**config.mk**
```make
export PLATFORM = sky130hd
export DESIGN_NAME = lab1_idiv_int_div_iter
export DESIGN_NICKNAME = d
export VERILOG_FILES = /design/src/rtl/lab1_idiv_int_div_iter.sv
export SDC_FILE = /design/constraint.sdc
export NUM_CORES = 1
export LEC_CHECK = 0
export CAP_MARGIN = 0
export CORE_ASPECT_RATIO = 0.8
export CORE_UTILIZATION = 30
export CTS_BUF_LIST = sky130_fd_sc_hd__clkbuf_4
export DETAILED_ROUTE_END_ITERATION = 10
export PLACE_DENSITY = 0.49
export SLEW_MARGIN = 20
export SYNTH_ARGS = -nofsm -noshare
export SYNTH_HDL_FRONTEND = slang
export SYNTH_SLANG_ARGS = --single-unit
```
**constraint.sdc**
```tcl
create_clock -name clk -period 10.81 [get_ports clk]
set_input_delay 2.162 -clock clk [delete_from_list [all_inputs] [get_ports clk]]
set_output_delay 2.162 -clock clk [all_outputs]
set_load 0.02 [all_outputs]
```
**src/rtl/lab1_idiv_int_div_iter.sv**
```systemverilog
// Iterative 32/32 restoring divider: one quotient bit per cycle, fixed 34-cycle latency.
// Define LAB1_IDIV_SIGNED_EN for two's-complement operands (truncating quotient, remainder takes dividend sign).
module lab1_idiv_int_div_iter (
    input  logic        clk,
    input  logic        reset,
    input  logic        req_val,
    output logic        req_rdy,
    input  logic [63:0] req_msg,
    output logic        resp_val,
    input  logic        resp_rdy,
    output logic [63:0] resp_msg
);

    localparam int DATA_W = 32;

    typedef enum logic [1:0] {
        IDLE = 2'd0,
        CALC = 2'd1,
        DONE = 2'd2
    } state_t;

    state_t              state, state_nxt;
    logic [5:0]          cnt;
    logic [2*DATA_W-1:0] acc;
    logic [DATA_W-1:0]   divisor_r;
    logic                req_go;
    logic [2*DATA_W:0]   shifted;
    logic signed [DATA_W+1:0] trial;
    logic [2*DATA_W-1:0] step;
    logic [2*DATA_W-1:0] result;

`ifdef LAB1_IDIV_SIGNED_EN
    logic dvd_neg, dvs_neg;

    function automatic logic [DATA_W-1:0] mag(input logic signed [DATA_W-1:0] v);
        return (v < 0) ? DATA_W'(-v) : DATA_W'(v);
    endfunction

    function automatic logic [2*DATA_W-1:0] sign_fix(input logic [2*DATA_W-1:0] raw,
                                                     input logic neg_a, input logic neg_b,
                                                     input logic b_zero);
        logic signed [DATA_W-1:0] q, r;
        q = raw[DATA_W-1:0];
        r = raw[2*DATA_W-1:DATA_W];
        // divide-by-zero keeps the all-ones quotient regardless of dividend sign
        if ((neg_a ^ neg_b) && !b_zero) q = -q;
        if (neg_a) r = -r;
        return {r, q};
    endfunction

    assign result = sign_fix(acc, dvd_neg, dvs_neg, divisor_r == '0);
`else
    function automatic logic [DATA_W-1:0] mag(input logic [DATA_W-1:0] v);
        return v;
    endfunction

    assign result = acc;
`endif

    assign req_go = req_val && req_rdy;

    // Restoring step on {remainder, quotient}; bit 64 of shifted is the carry out of the remainder
    assign shifted = {acc, 1'b0};
    assign trial   = $signed({1'b0, shifted[2*DATA_W:DATA_W]}) - $signed({2'b00, divisor_r});
    assign step    = (trial < 0) ? shifted[2*DATA_W-1:0]
                                 : {trial[DATA_W-1:0], shifted[DATA_W-1:1], 1'b1};

    always_ff @(posedge clk or posedge reset) begin
        if (reset) state <= IDLE;
        else       state <= state_nxt;
    end

    always_comb begin
        state_nxt = state;
        req_rdy   = 1'b0;
        resp_val  = 1'b0;
        resp_msg  = '0;
        case (state)
            IDLE: begin
                req_rdy = 1'b1;
                if (req_val) state_nxt = CALC;
            end
            CALC: begin
                if (cnt == 6'd1) state_nxt = DONE;
            end
            DONE: begin
                resp_val = 1'b1;
                resp_msg = result;
                if (resp_rdy) state_nxt = IDLE;
            end
            default: begin
                req_rdy   = 1'bx;
                resp_val  = 1'bx;
                resp_msg  = 'x;
                state_nxt = IDLE;
            end
        endcase
    end

    always_ff @(posedge clk or posedge reset) begin
        if (reset) begin
            cnt       <= '0;
            acc       <= '0;
            divisor_r <= '0;
`ifdef LAB1_IDIV_SIGNED_EN
            dvd_neg   <= 1'b0;
            dvs_neg   <= 1'b0;
`endif
        end else if (req_go) begin
            cnt       <= 6'd32;
            acc       <= {{DATA_W{1'b0}}, mag(req_msg[2*DATA_W-1:DATA_W])};
            divisor_r <= mag(req_msg[DATA_W-1:0]);
`ifdef LAB1_IDIV_SIGNED_EN
            dvd_neg   <= req_msg[2*DATA_W-1];
            dvs_neg   <= req_msg[DATA_W-1];
`endif
        end else if (state == CALC) begin
            acc <= step;
            cnt <= cnt - 6'd1;
        end
    end

endmodule

```
Word-level counts from Yosys, hierarchy flattened. Index checks and enable logic that the tools add are counted.

Add/sub/neg operators: 2. Order comparisons: 1. Equal/unequal tests: 6. Mux-type cells: 12. Reduce and logical (&&, ||, !) cells: 6.

Operator list (number): 2-to-1 mux 64 bit (3); one-hot mux 64 bit (2 select lines) (1); less-than comparator 34 x 1 -> 1 bit, second input constant (1); subtractor 33 x 32 -> 34 bit (1); 2-to-1 mux 6 bit (2); equality test 6 x 1 -> 1 bit, second input constant (1); 2-to-1 mux 2 bit (3); != test 2 bit, second input constant (3); one-hot mux 2 bit (3 select lines) (1); subtractor 6 x 1 -> 6 bit, second input constant (1); one-hot mux 1 bit (2 select lines) (2); OR reduction 2 bit (2); AND reduction 3 bit (1); equality test 2 x 1 -> 1 bit, second input constant (1); equality test 2 bit, second input constant (1); logical NOT 2 bit (1); nonzero test 2 bit (1); logical AND 1 bit (1).

Register bits after elaboration: 104. Input port bits: 68. Output and inout bits: 66. Logic and storage cells: 31.

Logic depth before layout (Yosys ltp). Gate-level depths: netlist of the first run.

Word-level depth: 5. Mapped depth: 13. Gate-level depth less buffers: 12.

Worst setup path after synthesis of the first run. OpenSTA, ideal clock, no wires.

Path kind: flip-flop to output port. Start point: register state[0]. End point: output port resp_msg[10]. Arrival time: 1.463 ns. Data required time: 8.648 ns. Setup slack: 7.185 ns. Stages on the path, launching flop included: 6. Buffers on the path: 2. Cell sequence: dfrtp_1 -> inv_1 -> ha_1 -> clkbuf_1 -> clkbuf_1 -> and2_1.

Word-level cells in the longest chain between the ends: 3. Elaborated cells between the ends (all ways): 5. Those cells by class: eq/ne (2); mux (1); reduce/logical (2).

RTL lines: start, declared (RTL line 22) `state_t state, state_nxt;`; start signal, assigned (RTL line 70) `else state <= state_nxt;`; equality test 2 x 1 -> 1 bit / logical NOT 2 bit (equally long branches) (RTL line 78) `case (state)`; OR reduction 2 bit (no source line); one-hot mux 64 bit (2 select lines) * (RTL line 78); end, declared (RTL line 11) `output logic [63:0] resp_msg`.

Mark *: on every way between the ends. The rest lies on a longest branch, timed or not.

Worst setup path after layout of the first run.
Start point: register state[0]. End point: output port resp_msg[32].

Same word-level chain as after synthesis.

==> summary.md, run 1 <==
| Metric | Value |
|---|---|
| Seq cells post-synth | 104 |
| Core Region | 0.0224 mm2 |
| Die footprint | 0.0234 mm2 |
| Max-slew headroom | 0.398 |
| Fmax | 0.209 GHz |
| Worst skew pair latency | 0.52 ns |
| Peak VDD IR | 90.8 uV |
| Avg WL per Cell | 15.5 um |
| Placed cells | 1,211 |
| Fin crit share | 0.443 |
| Post-synth EDFFs | 0 |
| Cts bufs inserted | 9 |
| Clock sinks | 104 |
| Post-synth cell types | 58 |
| Hold-fix buffers at CTS | 0 |
| I/O Pins | 134 |
| Total gr overflow | 0 |
| Syn Nets | 921 |
| Clk root buf | clkbuf_4 |
| Detailed Place HPWL | 13,200 um |
| Final antenna-violating net count | 0 |
| Critical Path End Type | output port |
| Share of layout cells above drive strength 1 | 0.0434 |
| Starting Density | 0.305 |
| Most common cell in the netlist | nand2_1 |
| Nets | 1,023 |
| Mapped Cells | 814 |
| Iter 0 DRT Violations | 346 |
| Final Non-Filler Cells | 1,228 |
| Resized cells post-CTS | 0 |
| Final wirelength | 19,000 um |
| Mean Syn Cell Area | 8.40 um2 |
| CP arrival | 2.63 ns |
| Max Fanout on Critical Path | 64 |
| Gpl congestion | 0.796 |
| Tightest Hold Check Type | reg2reg |
| Finished Core Util | 0.382 |
| Filler cells | 2,371 |
| Overall power | 2.66 mW |
| H-tree depth | 3 |
| Setup TNS | 0 ns |
| Mapped Area | 0.00684 mm2 |
| CTS tree | done |
| Startpoint Class | register |
| Pre-Repair DR Iteration Count | 5 |
| Design Area, Final | 0.00857 mm2 |
| Worst Setup SP | state[0] |
| DR vias | 5,907 |
| Vias in the first global route | 5,634 |
| Row count | 49 |
| Synthesis-to-layout area growth | 25.2% |
| MaxCap Viol Count | 0 |
| Post-layout minimum cycle time | 4.79 ns |
| Run status | completed |
| Pwr Density | 310 mW/mm2 |
| Vias/cell | 4.81 |
| Max Root-Sink Buffers | 2 |
| Final hold violation count | 0 |
| Yosys top cell area share | 0.380 |
| Antenna violations before repair | 1 |
| WS Path Type | reg2out |
| Synth top cells by count | nand2_1 (121), o21ai_0 (108), dfrtp_1 (104) |
| Worst r2r src | divisor_r[1] |
| Main synth FF type | dfrtp_1 |
| Worst-path clk slew | 0.19 ns |
| Post-route DRC violation count | 0 |
| Register area share after synthesis | 0.380 |
| Leak Pwr | 3.65 nW |
| Worst Skew | 0.0242 ns |
| Post-CTS Setup Bufs | 0 |
| Chip width | 171 um |
| Critical path data required time | 8.65 ns |
| Synth Warn # | 0 |
| Least-Margin Pin Slew | 0.903 ns |
| GRT Total Usage | 0.169 |
| Final Setup Violations | 0 |
| Slew Viols, Final | 0 |
| Async set-reset flop share out of synthesis | 1.00 |
| Hold path startpoint | divisor_r[0] |
| Largest net degree at the start of global routing | 96 |
| Leading area contributor after synthesis | dfrtp_1 |
| RSZ-0062 raised after global routing | no |
| Die Height | 137 um |
| Synth area leaders | dfrtp_1 (38%), o21ai_0 (7.9%), ha_1 (6.9%), nand2_1 (6.6%), and2_1 (5.9%) |
| # port buffers | 133 |
| Placed cell area | 0.00842 mm2 |
| Global-route wire length before repair | 30,700 um |
-- where the power goes --
group	leakage, nW	internal [mW]	switching [mW]
registers	1.29	0.573	0.127
logic	2.28	0.709	1.03
clock network	0.0752	0.0709	0.150
-- flip-flops by register name, indices dropped and copies added, names as in the netlist --
register   count
state          2
acc           64
cnt            6
divisor_r     32
-- logic make-up (layout without fill, tap and decap cells) --
group,count (synthesis),after routing,share of synthesized area
compound gates,239,239,0.214
xor+xnor,21,21,0.0269
fa+ha+maj,39,39,0.0724
buf+inv,96,203,0.0558
flops,104,104,0.380
mux,35,35,0.0514
other cells,0,1,0
simple gates,280,280,0.200
-- path summary, 6_finish.rpt --
path	endpoint	slack, ns	cells past startpoint
max reg2reg	acc[45]	7.52	11
min in group asynchronous	acc[21]	2.01	2
min reg2reg	divisor_r[0]	0.53	2
max in group asynchronous	acc[39]	7.51	3
min	divisor_r[0]	0.53	2
max	resp_msg[32]	6.02	5
-- worst max-delay path: stages, from the launching register on --
cell and delay (ns):
dfrtp_1 0.45, inv_1 0.17, ha_4 0.54, inv_1 0.18
nor2_1 0.14, clkdlybuf4s50_1 0.62
-- layer usage --
| metal | track usage | vias to the layer above | routed length (um) |
|---|---|---|---|
| li1 | - | 3012 | - |
| met1 | 0.248 | 2797 | 9980 |
| met2 | 0.251 | 84 | 8200 |
| met3 | 0.0307 | 14 | 563 |
| met4 | 0.0432 | 0 | 231 |
| met5 | 0 | - | 0 |
-- layout make-up --
type,count,area (um2),area share
Multi-Input combinational cell,614,3890,0.454
Clock buffer,9,67.6,0.00789
Tap cell,306,383,0.0447
Inverter,50,190,0.0222
Timing Repair Buffer,137,1360,0.159
Sequential cell,104,2600,0.304
Clock inverter,7,71.3,0.00832
Antenna cell,1,2.50,0.000292
-- per-stage QoR --
step / hold slack [ns] / setup slack, ns
6_report: 0.527 / 6.02
5_1_grt: 0.541 / 5.75
4_1_cts: 0.523 / 5.54
3_5_place_dp: 0.477 / 6.12
3_3_place_gp: 0.483 / 6.12
2_1_floorplan: 0.450 / 5.92
-- layout by cell type (no fill, tap or decap), types with 4 or more instances in the layout --
master / count
a21o_1: 10
a21oi_1: 37
a31oi_1: 26
and2_1: 64
and3_1: 4
buf_4: 4
clkbuf_4: 9
clkdlybuf4s50_1: 133
dfrtp_1: 104
ha_1: 36
inv_1: 49
mux2i_1: 34
nand2_1: 121
nand2b_1: 8
nand3_1: 12
nand4_1: 5
nor2_1: 32
nor2b_1: 5
nor3_1: 9
o211ai_1: 8
o21a_1: 9
o21ai_0: 108
o21ai_1: 8
o31a_1: 4
or3_1: 9
xnor2_1: 13
xor2_1: 8
Power figures use the tool's default switching activity.
==> inputs of run 2 (changes only) <==
--- a/config.mk
+++ b/config.mk
@@ -10,7 +10,7 @@
 export CORE_UTILIZATION = 30
 export CTS_BUF_LIST = sky130_fd_sc_hd__clkbuf_4
 export DETAILED_ROUTE_END_ITERATION = 10
-export PLACE_DENSITY = 0.49
+export PLACE_DENSITY = 0.51
 export SLEW_MARGIN = 20
 export SYNTH_ARGS = -nofsm -noshare
 export SYNTH_HDL_FRONTEND = slang
==> constraint.sdc (replaced) <==
create_clock -name clk -period 4.4 [get_ports clk]
set_input_delay 0.88 -clock clk [delete_from_list [all_inputs] [get_ports clk]]
set_output_delay 0.88 -clock clk [all_outputs]
set_load 0.02 [all_outputs]
==> run 2 against run 1 <==
  * Critical path depth unchanged
  * Cell area rose by 0.25%
  * Clock power increased by 150%
  * Via count is 0.32% lower
  * Sequential share of layout area is 0.075 points lower
  * Sequential power increased by 150%
  * Non-clock buffer count grew 3
  * Wire length grew 1.6%
  * Final cell count is 0.24% higher
  * Critical endpoint is now resp_msg[5]
  * Largest power group unchanged
  * Highest routed layer unchanged
==> summary.md, run 2 (synthesis gave the netlist of run 1 again) <==
| Metric | Value |
|---|---|
| I/O Pins | 134 (unchanged) |
| NetSw | 3.23 mW (was 1.31 mW) |
| Worst-path clk slew | 0.19 ns (about the same) |
| Avg WL per Cell | 15.7 um (was 15.5 um) |
| Fmax | 0.273 GHz |
| Switching part of the total power | 0.492 (was 0.491) |
| Max Root-Sink Buffers | 2 (unchanged) |
| GRT Total Usage | 0.170 (was 0.169) |
| WS Path Type | reg2out (unchanged) |
| Starting Density | 0.305 (unchanged) |
| Final Setup Violations | 0 (unchanged) |
| Sequential share of power | 0.263 (about the same) |
| Tightest Hold Check Type | reg2reg (unchanged) |
| Worst r2r src | divisor_r[1] (unchanged) |
| Global-route wire length before repair | 31,000 um (was 30,700 um) |
| Post-CTS Setup Bufs | 0 (unchanged) |
| Slew Viols, Final | 0 (unchanged) |
| Final wirelength | 19,300 um (was 19,000 um) |
| Total gr overflow | 0 (unchanged) |
| Pint | 3.33 mW (was 1.35 mW) |
| Hold path startpoint | divisor_r[0] (unchanged) |
| Die footprint | 0.0234 mm2 (unchanged) |
| Startpoint Class | register (unchanged) |
| Filler cells | 2,401 (was 2,371) |
| Largest net degree at the start of global routing | 88 (was 96) |
| Resized cells post-CTS | 0 (unchanged) |
| Cts bufs inserted | 9 (unchanged) |
| Max Fanout on Critical Path | 29 (was 64) |
| Clock sinks | 104 (unchanged) |
| Multi-input gate area | 0.00388 mm2 (was 0.00389 mm2) |
| Detailed Place HPWL | 13,600 um (was 13,200 um) |
| Clk root buf | clkbuf_4 (unchanged) |
| RSZ-0062 raised after global routing | no (unchanged) |
| Clk pwr share | 0.083 (about the same) |
| Comb power frac | 0.653 (was 0.654) |
| H-tree depth | 3 (unchanged) |
| Leak Pwr | 3.66 nW (was 3.65 nW) |
| Placed cell area | 0.00844 mm2 (was 0.00842 mm2) |
| Run status | completed (unchanged) |
| CTS tree | done (unchanged) |
| DR vias | 5,888 (was 5,907) |
| WHS Endpoint | divisor_r[0] (unchanged) |
| WHS Path Cells | 2 (unchanged) |
| Design Area, Final | 0.00859 mm2 (was 0.00857 mm2) |
| Final hold violation count | 0 (unchanged) |
| Worst Skew | 0.0288 ns (was 0.0242 ns) |
| Final antenna-violating net count | 0 (unchanged) |
| Nets | 1,026 (was 1,023) |
| Max reg flops | 64 (unchanged) |
| Critical path data required time | 3.52 ns (was 8.65 ns) |
| Die Height | 137 um (unchanged) |
| Setup TNS | 0 ns (unchanged) |
| Fin crit share | 0.832 |
| Vias/cell | 4.78 (was 4.81) |
| Max-slew headroom | 0.420 (was 0.398) |
| Largest regs | acc: 64 flops, divisor_r: 32 flops, cnt: 6 flops (unchanged) |
| MaxCap Viol Count | 0 (unchanged) |
| Hold_ws | 0.535 ns (was 0.527 ns) |
| R2R Path End | acc[45] (unchanged) |
| Worst R2R Path Depth | 11 (unchanged) |
| Synthesis-to-layout area growth | 25.5% (was 25.2%) |
| Vias in the first global route | 5,662 (was 5,634) |
| Row count | 49 (unchanged) |
| Gpl congestion | 0.824 (was 0.796) |
| Finished Core Util | 0.383 (was 0.382) |
| Peak VDD IR | 259 uV (was 90.8 uV) |
| Biggest register | acc (unchanged) |
| Share of layout cells above drive strength 1 | 0.0487 (was 0.0434) |
| Post-layout minimum cycle time | 3.66 ns |
| Most common cell after layout, fill and taps aside | clkdlybuf4s50_1 (unchanged) |
| Least-Margin Pin Slew | 0.870 ns (was 0.903 ns) |
| Post-route DRC violation count | 0 (unchanged) |
| Pwr Density | 763 mW/mm2 (was 310 mW/mm2) |
| Critical Path End Type | output port (unchanged) |
| Antenna violations before repair | 1 (unchanged) |
| Hold-fix buffers at CTS | 0 (unchanged) |
| Core Region | 0.0224 mm2 (unchanged) |
| Iter 0 DRT Violations | 254 (was 346) |
| CP arrival | 2.78 ns (was 2.63 ns) |
| # port buffers | 133 (unchanged) |
| Register area | 0.00260 mm2 (unchanged) |
| Most frequent cells in the layout | clkdlybuf4s50_1 (133), nand2_1 (120), o21ai_0 (108), dfrtp_1 (104), and2_1 (64) (was clkdlybuf4s50_1 (133), nand2_1 (121), o21ai_0 (108), dfrtp_1 (104), and2_1 (64)) |
| Pre-Repair DR Iteration Count | 4 (was 5) |
| Worst skew pair latency | 0.50 ns (was 0.52 ns) |
| Reg-to-reg slack, setup | 1.22 ns (was 7.52 ns) |
| Chip width | 171 um (unchanged) |
-- run 2: layout make-up --
type	count	share of cell area
well taps	306	0.0446
repair buffers	140	0.161
clock inverters	7	0.00903
flip-flops and latches	104	0.303
multi-input cells	614	0.452
clock buffers	9	0.00787
inverters	50	0.0221
diodes	1	0.000291
-- run 2: critical path: stages, from the launching register on --
cell and delay (ns):
dfrtp_1 0.45, inv_1 0.14, ha_2 0.59, buf_4 0.33, and2_1 0.16, clkdlybuf4s50_1 0.60
-- run 2: worst max-delay path by stage --
stage / start / endpoint / slack (ns) / depth (start not counted)
floorplan: reset / acc[0] / 0.79 / 1
global route: state[0] / resp_msg[8] / 0.52 / 5
detailed placement: divisor_r[1] / acc[45] / 1.24 / 11
global placement: state[0] / resp_msg[7] / 1.26 / 5
CTS: state[0] / resp_msg[5] / 0.65 / 5
finish: state[0] / resp_msg[5] / 0.74 / 5
-- run 2: power by group through the flow --
| stage | combinational (mW) | clock, mW | sequential, mW |
|---|---|---|---|
| after floorplan | 3.41 | 0 | 1.63 |
| after global placement | 4.29 | 0 | 1.75 |
| after detailed placement | 4.30 | 0 | 1.76 |
| after CTS | 4.32 | 0.572 | 1.73 |
| after global routing | 4.87 | 0.610 | 1.80 |
| final | 4.28 | 0.546 | 1.73 |
-- run 2: metrics by stage --
stage / total power, mW / instances / setup slack [ns]
global placement: 6.05 / 1214 / 1.26
finish: 6.55 / 1231 / 0.739
detailed placement: 6.05 / 1214 / 1.24
global route: 7.27 / 1231 / 0.521
CTS: 6.62 / 1230 / 0.650
floorplan: 5.05 / 814 / 0.788
-- run 2: metal layers --
metal | track usage | part of all wire | vias up
met5 | 0 | 0 | -
met4 | 0.0372 | 0.0030 | 0
met3 | 0.0257 | 0.036 | 2
met2 | 0.255 | 0.44 | 99
met1 | 0.253 | 0.52 | 2769
li1 | - | - | 3018
==> inputs of run 3 (changes only) <==
==> constraint.sdc (replaced) <==
create_clock -name clk -period 3.08 [get_ports clk]
set_input_delay 0.616 -clock clk [delete_from_list [all_inputs] [get_ports clk]]
set_output_delay 0.616 -clock clk [all_outputs]
set_load 0.02 [all_outputs]
==> run 3 against run 2 <==
  * First-iteration DRC count up 96%
  * Combinational power up 58%
  * Count of clock-buffer cells in the layout up 1
  * Total power up 51%
  * Wire length up 1.8%
  * Register-to-register slack worse by 0.97 ns
  * Sequential power up 41%
==> summary.md, run 3 (synthesis gave the netlist of run 1 again) <==
| Metric | Value |
|---|---|
| Run status | completed (unchanged) |
| Share of layout cells above drive strength 1 | 0.0740 (was 0.0487) |
| Chip width | 171 um (unchanged) |
| Tightest Hold Check Type | in2async (was reg2reg) |
| Setup TNS | 0 ns (unchanged) |
| Fin crit share | 0.958 |
| Slew Viols, Final | 0 (unchanged) |
| Final wirelength | 19,600 um (was 19,300 um) |
| Global-route wire length before repair | 30,800 um (was 31,000 um) |
| Most frequent cells in the layout | clkdlybuf4s50_1 (131), nand2_1 (121), o21ai_0 (108), dfrtp_1 (104), and2_1 (64) (was clkdlybuf4s50_1 (133), nand2_1 (120), o21ai_0 (108), dfrtp_1 (104), and2_1 (64)) |
| MaxCap Viol Count | 0 (unchanged) |
| Most common cell after layout, fill and taps aside | clkdlybuf4s50_1 (unchanged) |
| Clk root buf | clkbuf_4 (unchanged) |
| Core Region | 0.0224 mm2 (unchanged) |
| Multi-input gate area | 0.00395 mm2 (was 0.00388 mm2) |
| Peak VDD IR | 321 uV (was 259 uV) |
| Critical Path End Type | output port (unchanged) |
| Placed cells | 1,229 (was 1,214) |
| Worst-path clk slew | 0.17 ns (was 0.19 ns) |
| Max Fanout on Critical Path | 37 (was 29) |
| # port buffers | 133 (unchanged) |
| I/O Pins | 134 (unchanged) |
| Biggest register | acc (unchanged) |
| Total gr overflow | 0 (unchanged) |
| Avg WL per Cell | 15.7 um (about the same) |
| Row count | 49 (unchanged) |
| Register area | 0.00260 mm2 (unchanged) |
| Pwr Density | 1120 mW/mm2 (was 763 mW/mm2) |
| Final hold violation count | 0 (unchanged) |
| Detailed Place HPWL | 13,800 um (was 13,600 um) |
| H-tree depth | 3 (unchanged) |
| WS Path Type | reg2out (unchanged) |
| Leak Pwr | 3.82 nW (was 3.66 nW) |
| Post-route DRC violation count | 0 (unchanged) |
| Worst Skew | 0.0104 ns (was 0.0288 ns) |
| CTS tree | done (unchanged) |
| Iter 0 DRT Violations | 497 (was 254) |
| Largest regs | acc: 64 flops, divisor_r: 32 flops, cnt: 6 flops (unchanged) |
| Overall power | 9.89 mW (was 6.55 mW) |
| Synthesis-to-layout area growth | 29.4% (was 25.5%) |
| Cts bufs inserted | 9 (unchanged) |
| Antenna violations before repair | 1 (unchanged) |
| Max-slew headroom | 0.551 (was 0.420) |
| Nets | 1,048 (was 1,026) |
| Final Non-Filler Cells | 1,253 (was 1,231) |
| Starting Density | 0.305 (unchanged) |
| Worst R2R Path Depth | 10 (was 11) |
| Pre-Repair DR Iteration Count | 5 (was 4) |
| Gpl congestion | 0.880 (was 0.824) |
| Largest net degree at the start of global routing | 90 (was 88) |
| Filler cells | 2,329 (was 2,401) |
| Max reg flops | 64 (unchanged) |
| Least-Margin Pin Slew | 0.671 ns (was 0.870 ns) |
| GRT Total Usage | 0.169 (was 0.170) |
| Post-layout minimum cycle time | 2.95 ns |
| CP arrival | 2.33 ns (was 2.78 ns) |
| Die footprint | 0.0234 mm2 (unchanged) |
| Clock sinks | 104 (unchanged) |
| Final antenna-violating net count | 0 (unchanged) |
| Startpoint Class | register (unchanged) |
| Vias in the first global route | 5,743 (was 5,662) |
| Die Height | 137 um (unchanged) |
| Worst skew pair latency | 0.50 ns (about the same) |
| Hold-fix buffers at CTS | 0 (unchanged) |
| Max Root-Sink Buffers | 2 (unchanged) |
| Critical path data required time | 2.46 ns (was 3.52 ns) |
| DR vias | 6,058 (was 5,888) |
| Fmax | 0.339 GHz |
| Final Setup Violations | 0 (unchanged) |
| Vias/cell | 4.83 (was 4.78) |
-- run 3: changes by cell type in the layout (fill, tap and decap cells not counted), sizes merged, moves of 2 or more --
cell	before	now
inv	52	49
clkdlybuf4s50	133	131
buf	7	26
clkinv	1	6
clkinvlp	3	1
nand2b	9	11
dlymetal6s2s	0	2
-- run 3: final cells by class --
class,instances,share of cell area
flip-flops and latches,104,0.294
multi-input cells,617,0.446
diodes,1,0.000283
clock inverters,6,0.00410
well taps,306,0.0433
repair buffers,159,0.182
clock buffers,10,0.00848
inverters,50,0.0216
-- run 3: path summary, 6_finish.rpt --
kind	from	end	slack, ns
max in group asynchronous	reset	acc[53]	1.90
min in group clk	cnt[5]	cnt[5]	0.54
max	state[0]	resp_msg[55]	0.13
max reg2reg	acc[39]	acc[45]	0.25
min reg2reg	cnt[5]	cnt[5]	0.54
min	reset	acc[24]	0.51
-- run 3: what timing repair did --
| action | in CTS | in global routing |
|---|---|---|
| gates cloned | 0 | 3 |
| buffers inserted | 0 | 4 |
| endpoints found under the hold margin | 0 | 0 |
| setup endpoints to repair | 37 | 90 |
| pin swaps | 0 | 3 |
| resized for setup | 1 | 13 |
-- run 3: critical path: stages (launching register included) --
cell	delay [ns]
dfrtp_1	0.45
inv_1	0.14
ha_2	0.25
buf_12	0.20
and2_1	0.18
clkdlybuf4s50_1	0.61
-- run 3: through the flow --
| step | utilization | area, um2 | setup WS (ns) | hold WS [ns] |
|---|---|---|---|---|
| after global routing | 0.395 | 8850 | -0.00551 | 0.528 |
| after detailed placement | 0.383 | 8600 | 0.123 | 0.512 |
| after global placement | 0.383 | 8600 | 0.194 | 0.511 |
| final | 0.395 | 8850 | 0.129 | 0.512 |
| after floorplan | - | 6850 | 0.546 | 0.450 |
| after CTS | 0.389 | 8720 | 0.00330 | 0.514 |
-- run 3: routing by layer --
metal,GRT usage,share of wire,vias to the layer above
met5,0,0,-
met4,0.0357,0.0088,0
met3,0.0281,0.035,14
met2,0.258,0.44,112
met1,0.248,0.52,2862
li1,-,-,3070
-- run 3: report_power, final --
group | switching [mW] | total, mW | internal [mW]
sequential | 0.429 | 2.44 | 2.01
clock | 0.503 | 0.675 | 0.172
combinational | 3.89 | 6.77 | 2.88
total | 4.82 | 9.89 | 5.07
==> RTL change: new RTL, flow settings as in run 2 <==
Make the reset (`reset`) synchronous in 2 clocked blocks.
--- a/src/rtl/lab1_idiv_int_div_iter.sv
+++ b/src/rtl/lab1_idiv_int_div_iter.sv
@@ -65,7 +65,7 @@
     assign step    = (trial < 0) ? shifted[2*DATA_W-1:0]
                                  : {trial[DATA_W-1:0], shifted[DATA_W-1:1], 1'b1};
 
-    always_ff @(posedge clk or posedge reset) begin
+    always_ff @(posedge clk) begin
         if (reset) state <= IDLE;
         else       state <= state_nxt;
     end
@@ -97,7 +97,7 @@
         endcase
     end
 
-    always_ff @(posedge clk or posedge reset) begin
+    always_ff @(posedge clk) begin
         if (reset) begin
             cnt       <= '0;
             acc       <= '0;
Formal check against the unedited RTL: differs if reset is asserted again (counterexample within 4 cycles, from zero or initial values and one cycle with reset high); with reset held inactive, the same outputs for 10 cycles.
==> RTL change against run 2 <==
Final area fell by 3.7%; synthesized area shrank 3.6%; clock power increased by 4.9%; critical endpoint is now resp_msg[63]; power is 2.8% lower; sequential cell count unchanged; setup slack better by 0.051 ns; combinational power up 2%; sequential power shrank 16%; wire length decreased by 1.5%.
==> RTL change: results (changes against run 2) <==
[sta]
clock-skew-final_ns = 0.0284  ; was 0.0288 ns
fin_crit_sh_pct = 82.1  ; was 83.2%
hold_ws_ns = 0.468  ; was 0.535 ns
relSlewSlack_pct = 29.2  ; was 42.0%

[logic_synthesis]
post_synth_num_cell_types = 61  ; was 58
synth.area.mux_share_pct = 8.88  ; was 5.14%
synth_compound_gate_area_share_pct = 21.6  ; was 21.4%
netlist_top_cells_area = sky130_fd_sc_hd__dfxtp_1 32%, sky130_fd_sc_hd__mux2i_1 8.7%, sky130_fd_sc_hd__a21oi_1 7.4%, sky130_fd_sc_hd__ha_1 7.2%, sky130_fd_sc_hd__and2_1 6.1%  ; was sky130_fd_sc_hd__dfrtp_1 38%, sky130_fd_sc_hd__o21ai_0 7.9%, sky130_fd_sc_hd__ha_1 6.9%, sky130_fd_sc_hd__nand2_1 6.6%, sky130_fd_sc_hd__and2_1 5.9%
seq_area_frac_synth_pct = 31.6  ; was 38.0%
synthAdderAreaFrac_pct = 7.51  ; was 7.24%
synth_xor_xnor_area_share_pct = 3.85  ; was 2.69%
syn_nets = 943  ; was 921
netlist_instances = 836  ; was 814

[run_status]
status = finished clean  ; unchanged

[cells_and_area]
num-fill-cells = 2245  ; was 2401
layout-drive-gt1-share_pct = 4.69  ; was 4.87%
final_cells = 1215  ; was 1231

[worst_setup_path]
critPathLaunch = state[0]$_SDFFE_PP0P_  ; was state[0]$_DFFE_PP0P_
worst_r2r_endpoint = acc[58]$_SDFFE_PP0P_  ; was acc[45]$_DFFE_PP0P_
cp.arrival_ns = 2.73  ; was 2.78 ns
crit-reg2reg-launch = acc[31]$_SDFFE_PP0P_  ; was divisor_r[1]$_DFFE_PP0P_
r2r_cells = 13  ; was 11

[routing]
via_count = 5955  ; was 5888

[worst_hold_path]
hold_end = divisor_r[19]$_SDFFE_PP0P_  ; was divisor_r[0]$_DFFE_PP0P_
worst_hold_startpoint = divisor_r[19]$_SDFFE_PP0P_  ; was divisor_r[0]$_DFFE_PP0P_

[grt]
groute.usage.overall_pct = 17.2  ; was 17.0%
grt_pass1_vias = 5811  ; was 5662

[power_and_ir_drop]
p_leak_nw = 3.16  ; was 3.66 nW
peakVddDrop_mv = 0.479  ; was 0.259 mV

[place]
place_area_mm2 = 0.00811  ; was 0.00844 mm²

RTL change: cell count changes after synthesis, moves of 23 or more:
cell | before | now
sky130_fd_sc_hd__nand2_1 | 121 | 94
sky130_fd_sc_hd__nor2_1 | 32 | 61
sky130_fd_sc_hd__a211oi_1 | 3 | 39
sky130_fd_sc_hd__dfxtp_1 | 0 | 104
sky130_fd_sc_hd__mux2i_1 | 34 | 57
sky130_fd_sc_hd__dfrtp_1 | 104 | 0
sky130_fd_sc_hd__o21ai_0 | 108 | 31
sky130_fd_sc_hd__a21oi_1 | 37 | 97
RTL change: routing by layer:
layer / up-vias / global-route usage (%) / wire (µm)
met3: 11 / 3.90 / 918
li1: 3097 / - / -
met2: 123 / 25.6 / 7930
met5: - / 0 / 17
met4: 2 / 3.06 / 129
met1: 2722 / 25.1 / 9980
RTL change: cell type report:
class	count	area share (%)
clock buffer	9	0.817
timing repair buffer	139	16.6
clock inverter	7	1.12
inverter	52	2.36
tap	275	4.16
antenna	1	0.0303
sequential	104	25.2
multi-input combinational	628	49.8
RTL change: how the worst max path moves through the flow:
stage	to	cells after the start
after floorplan	acc[58]$_SDFFE_PP0P_	13
after global placement	resp_msg[63]	5
after detailed placement	resp_msg[63]	5
after CTS	resp_msg[63]	5
after global routing	resp_msg[28]	5
final	resp_msg[63]	5
RTL change: where the power goes:
part | total [W] | internal [W] | switching [W] | leakage, nW
logic | 0.00435 | 0.00180 | 0.00255 | 2.22
registers | 0.00145 | 0.00122 | 0.000231 | 0.854
clock network | 0.000573 | 0.000190 | 0.000382 | 0.0866
total | 0.00637 | 0.00321 | 0.00316 | 3.16
